File: src/rtl/pc_fetch_pkg.sv
// Shared types for the fetch-PC unit: FSM states, redirect kinds and the
// pending-redirect overwrite rule.
package pc_fetch_pkg;

    typedef enum logic [1:0] {
        IDLE  = 2'd0,
        RUN   = 2'd1,
        DRAIN = 2'd2,
        HALT  = 2'd3
    } fetch_state_e;

    // Encoded so that a larger value means a higher-priority redirect.
    typedef enum logic [1:0] {
        RD_NONE = 2'd0,
        RD_BR   = 2'd1,
        RD_EXC  = 2'd2
    } rd_kind_e;

    // True when a new redirect may replace what is already held:
    // equal kinds overwrite (newest branch wins), a branch never displaces an exception.
    function automatic logic rd_wins(input rd_kind_e nw, input rd_kind_e old);
        return (nw != RD_NONE) && (nw >= old);
    endfunction

endpackage

File: src/rtl/pc_redirect_buf.sv
// One-entry pending redirect store: holds a redirect that arrived while the
// fetch request was stalled, until the next accepted fetch consumes it.
module pc_redirect_buf
    import pc_fetch_pkg::*;
#(
    parameter int PC_W = 32
) (
    input  logic            clk_i,
    input  logic            rst_i,
    input  logic            clr,
    input  logic            wr_en,
    input  rd_kind_e        wr_kind,
    input  logic [PC_W-1:0] wr_target,
    output rd_kind_e        kind,
    output logic [PC_W-1:0] target
);

    always_ff @(posedge clk_i or negedge rst_i) begin
        if (!rst_i) begin
            kind   <= RD_NONE;
            target <= '0;
        end else if (clr) begin
            kind <= RD_NONE;
        end else if (wr_en && rd_wins(wr_kind, kind)) begin
            kind   <= wr_kind;
            target <= wr_target;
        end
    end

endmodule

File: src/rtl/pc_fetch_ctrl.sv
// Program-counter unit with fetch valid/ready handshake, prioritised redirects,
// run/halt FSM and accepted-fetch counter.
module pc_fetch_ctrl
    import pc_fetch_pkg::*;
#(
    parameter int              PC_W     = 32,
    parameter int              STEP     = 4,
    parameter logic [PC_W-1:0] RESET_PC = '0,
    parameter logic [PC_W-1:0] EXC_VEC  = PC_W'(32'h0000_0100),
    parameter int              CNT_W    = 16
) (
    input  logic             clk_i,
    input  logic             rst_i,
    input  logic             start_i,
    input  logic             halt_i,
    input  logic             fetch_ready_i,
    input  logic             branch_i,
    input  logic [PC_W-1:0]  branch_target_i,
    input  logic             exc_i,
    output logic [PC_W-1:0]  pc_o,
    output logic             pc_valid_o,
    output logic [CNT_W-1:0] fetch_cnt_o,
    output logic             running_o
);

    fetch_state_e     state_q;
    logic [PC_W-1:0]  pc_q;
    logic [PC_W-1:0]  pc_next;
    logic [CNT_W-1:0] cnt_q;
    logic             valid;
    logic             accept;
    rd_kind_e         cur_kind;
    logic [PC_W-1:0]  cur_target;
    rd_kind_e         pend_kind;
    logic [PC_W-1:0]  pend_target;

    assign valid  = (state_q == RUN) || (state_q == DRAIN);
    assign accept = valid && fetch_ready_i;

    assign cur_kind   = exc_i ? RD_EXC : (branch_i ? RD_BR : RD_NONE);
    assign cur_target = exc_i ? EXC_VEC : branch_target_i;

    pc_redirect_buf #(.PC_W(PC_W)) u_pend (
        .clk_i     (clk_i),
        .rst_i     (rst_i),
        .clr       (accept),
        .wr_en     (valid && !accept),
        .wr_kind   (cur_kind),
        .wr_target (cur_target),
        .kind      (pend_kind),
        .target    (pend_target)
    );

    // With no valid request outstanding a redirect lands straight in the PC;
    // the pending entry is left alone so it still applies after resume.
    always_comb begin
        pc_next = pc_q;
        if (accept) begin
            if (rd_wins(cur_kind, pend_kind))
                pc_next = cur_target;
            else if (pend_kind != RD_NONE)
                pc_next = pend_target;
            else
                pc_next = pc_q + PC_W'(STEP);
        end else if (!valid && cur_kind != RD_NONE) begin
            pc_next = cur_target;
        end
    end

    always_ff @(posedge clk_i or negedge rst_i) begin
        if (!rst_i) begin
            state_q <= IDLE;
            pc_q    <= RESET_PC;
            cnt_q   <= '0;
        end else begin
            pc_q <= pc_next;
            if (accept)
                cnt_q <= cnt_q + 1'b1;
            case (state_q)
                IDLE:    if (start_i) state_q <= RUN;
                RUN:     if (halt_i) state_q <= accept ? HALT : DRAIN;
                DRAIN:   if (accept) state_q <= HALT;
                HALT:    if (start_i && !halt_i) state_q <= RUN;
                default: state_q <= IDLE;
            endcase
        end
    end

    assign pc_o        = pc_q;
    assign pc_valid_o  = valid;
    assign running_o   = valid;
    assign fetch_cnt_o = cnt_q;

endmodule

File: config.mk
export PLATFORM = sky130hd
export DESIGN_NAME = pc_fetch_ctrl
export DESIGN_NICKNAME = d
export VERILOG_FILES = /design/src/rtl/pc_fetch_pkg.sv /design/src/rtl/pc_redirect_buf.sv /design/src/rtl/pc_fetch_ctrl.sv
export SDC_FILE = /design/constraint.sdc
export NUM_CORES = 1
export LEC_CHECK = 0
export CAP_MARGIN = 30
export CORE_MARGIN = 2
export CORE_UTILIZATION = 55
export CTS_CLUSTER_SIZE = 10
export DETAILED_ROUTE_END_ITERATION = 10
export GPL_ROUTABILITY_DRIVEN = 1
export HOLD_SLACK_MARGIN = 0.03
export PLACE_DENSITY = 0.91
export SYNTH_ARGS = -nofsm -noshare
export SYNTH_HDL_FRONTEND = slang
export SYNTH_SLANG_ARGS = --single-unit
File: constraint.sdc
create_clock -name clk_i -period 7.09 [get_ports clk_i]
set_clock_uncertainty 0.1 [all_clocks]
set_input_delay 2.127 -clock clk_i [delete_from_list [all_inputs] [get_ports clk_i]]
set_output_delay 2.127 -clock clk_i [all_outputs]
set_load 0.005 [all_outputs]
==> metrics.yaml <==
detailed_routing:
  drc: 0
  viasPerCell: 6.23
  top_layer: "met4"
  drt-total-wl_um: 12400
  routedWlPerCell_um: 17.7
  vias: 4352
  drtAntennaViolNets: 0
  drtPass1Iterations: 5
  wl_met1_um: 5180
  dr_wl_met2_um: 5860
  met3WireLength_um: 982
  drt_iter0_drc: 446
global_route:
  grt_overflow: 0
  grt_pass1_wl_um: 19800
  grt_max_degree: 50
  grt_antenna_before_repair: 0
  grt_usage_pct: 27.8
  grt_pass1_vias: 4059
die:
  fp.dieArea_sq_um: 9270
  ioPinCount: 89
  die_h_um: 96.3
  start_util_pct: 57.0
  core_area_sq_um: 8220
  die_x_um: 96.3
  rows: 33
synth:
  ys_ff_latch: 84
  syn_inst: 509
  synth_top_cell_by_area: "dfrtp_1"
  synth_top_family_by_area: "simple AND/OR/NAND/NOR gates"
  syn_area_per_cell_sq_um: 9.20
  yosys.area_share.simple_pct: 21.6
  synthFlopType: "dfrtp_1"
  syn_area_sq_um: 4680
  yosysWarnings: 0
  synth_compound_area_share_pct: 18.1
  synth_fa_ha_area_share_pct: 2.14
  synth_xor_area_share_pct: 5.61
  muxShareOfSynthArea_pct: 3.98
  synth_fp_nets: 556
  synth_edf_count: 0
  yosys-top-cells-count: "89 x nand2_1, 84 x dfrtp_1, 48 x o21ai_0, 23 x nor2_1"
  ys_types: 60
  yosysSeqAreaShare_pct: 44.9
  ys_top_cells_by_area: "dfrtp_1 45%, nand2_1 7.1%, o21ai_0 5.1%"
  yosysMostFrequentCell: "nand2_1"
  async_flop_share_pct: 100
  netlist.area_leader.share_pct: 44.9
sta:
  rsz0062_at_grt: "false"
  max_freq_mhz: 192
  fin_setup_tns_ns: 0
  final.min_clock_period_ns: 5.20
  maxSlewHeadroom_pct: 30.7
  setup_violations: 0
  setup_slack_ns: 1.89
  hold_violations: 0
  whs_ns: 0.374
  worstMarginPinSlew_ns: 1.04
  min_period_over_period_pct: 73.3
  slew_viol_final: 0
final_layout:
  fin_util_pct: 71.3
  area_growth_pct: 25.0
  diodes: 0
  nets: 635
  fin_cells: 698
  final_area_sq_um: 5850
  drive_gt1_share_pct: 8.60
clock_tree:
  cts.sinks: 84
  post_cts_buffers: 0
  hold_buffers: 0
  clkTransAtPathRegs_ns: 0.10
  cts-resized-gates: 0
  cts_max_path_buffers: 2
  cts_buffers: 9
  clockRootBuffer: "clkbuf_8"
  htree_num_levels: 3
  clk_latency_ns: 0.37
  cts_tree: "built"
pwr:
  ir_worst_vdd_mv: 0.207
  power_mw: 2.19
  leakage_nw: 2.48
  powerDensity_nw_per_um2: 374
job:
  max_cap_viol_count: 0
place:
  placed_area_sq_um: 5650
  post-place-cells: 682
  gp_congestion: 0.877
  post-dp-hpwl_um: 8360
  portBuffers: 88
  dp_slack_ns: 1.57
critical_path:
  end_kind: "flop"
  startpoint: "exc_i"
  worst_setup_path_start_kind: "input port"
  crit_family: "buffers and inverters"
  worstSetupPathType: "input port to flop"
  critPathSlowestCell: "clkdlybuf4s50_1"
  required_ns: 7.31
  cpPeakStageDelay_ns: 0.92
  rr_endpoint: "pc_o[30]$_DFFE_PN0P_"
  crit_fanout: 17
  r2r_setup_slack_ns: 4.08
  rr_startpoint: "state_q[1]$_DFFE_PN0P_"
  crit_path_cell_trace: "clkdlybuf4s50_1, inv_1, nand2_1, ha_1, nor3b_1, o21a_1, buf_4, mux2_2, o21ai_0, a211o_1"
  path_buf_inv: 3
  ff2ff_path_depth: 8
  crit_arrival_ns: 5.42
worst_hold_path:
  hold_start: "fetch_cnt_o[15]$_DFFE_PN0P_"
  worst_hold_path_type: "flop to flop"
  hold_path_depth: 1
  min_to: "fetch_cnt_o[15]$_DFFE_PN0P_"
outcome:
  run_status: "finished clean"
## cells by family (layout without fill, tap and decap cells)
logic type               Yosys count  count (layout)
multiplexers                      17              17
adder cells (fa/ha/maj)            8               8
buffers and inverters             41             125
AO/OA/AOI/OAI                    129             129
AND/OR/NAND/NOR                  200             200
flip-flops                        84              84
XOR/XNOR                          30              30
## area by class of cell
class                      count  area (sq um)
clock buffer                   9           124
multi-input combinational    384          2410
inverter                      13          48.8
fill                         580          2360
clock inverter                 7          81.3
tap                          105           131
sequential                    84          2100
timing repair buffer          96           958
## metal layers
layer / track usage, % / vias up
met5: 0 / -
li1: - / 1991
met1: 38.2 / 2080
met2: 42.9 / 242
met4: 14.0 / 0
met3: 4.39 / 39
## where the power goes
part           internal [mW]  switching [mW]  total (mW)
logic                  0.467           0.518       0.984
clock network          0.168           0.197       0.365
registers              0.647           0.191       0.838
## worst max-delay path by stage
stage	end	depth (start not counted)
detailed placement	pc_o[30]$_DFFE_PN0P_	10
finish	pc_o[30]$_DFFE_PN0P_	10
global route	pc_o[30]$_DFFE_PN0P_	10
global placement	pc_o[30]$_DFFE_PN0P_	10
CTS	pc_o[30]$_DFFE_PN0P_	10
floorplan	pc_o[17]$_DFFE_PN0P_	11
## sequential cells by signal, indices dropped and copies added, names as in the netlist
register,cells
u_pend.target,32
u_pend.kind,2
state_q,2
fetch_cnt_o,16
pc_o,32
## cells in the final DEF (no fill, tap or decap), types with 5 or more instances in the layout
master,netlist,layout
clkbuf_8,0,9
o22ai_1,5,5
nor3_1,10,10
xnor2_1,18,18
a21oi_1,15,15
a32oi_1,5,5
nor2_1,23,23
nor2b_1,13,13
nand3_1,19,19
clkdlybuf4s50_1,0,87
xor2_1,12,12
o211ai_1,5,5
ha_1,8,8
dfrtp_1,84,84
nand2_1,89,89
o21ai_0,48,48
inv_1,13,13
mux2_2,13,13
nand4_1,10,10
and3_1,11,11
buf_4,3,8
a211oi_1,7,7
Note: power is estimated with default switching activity, not from simulation.
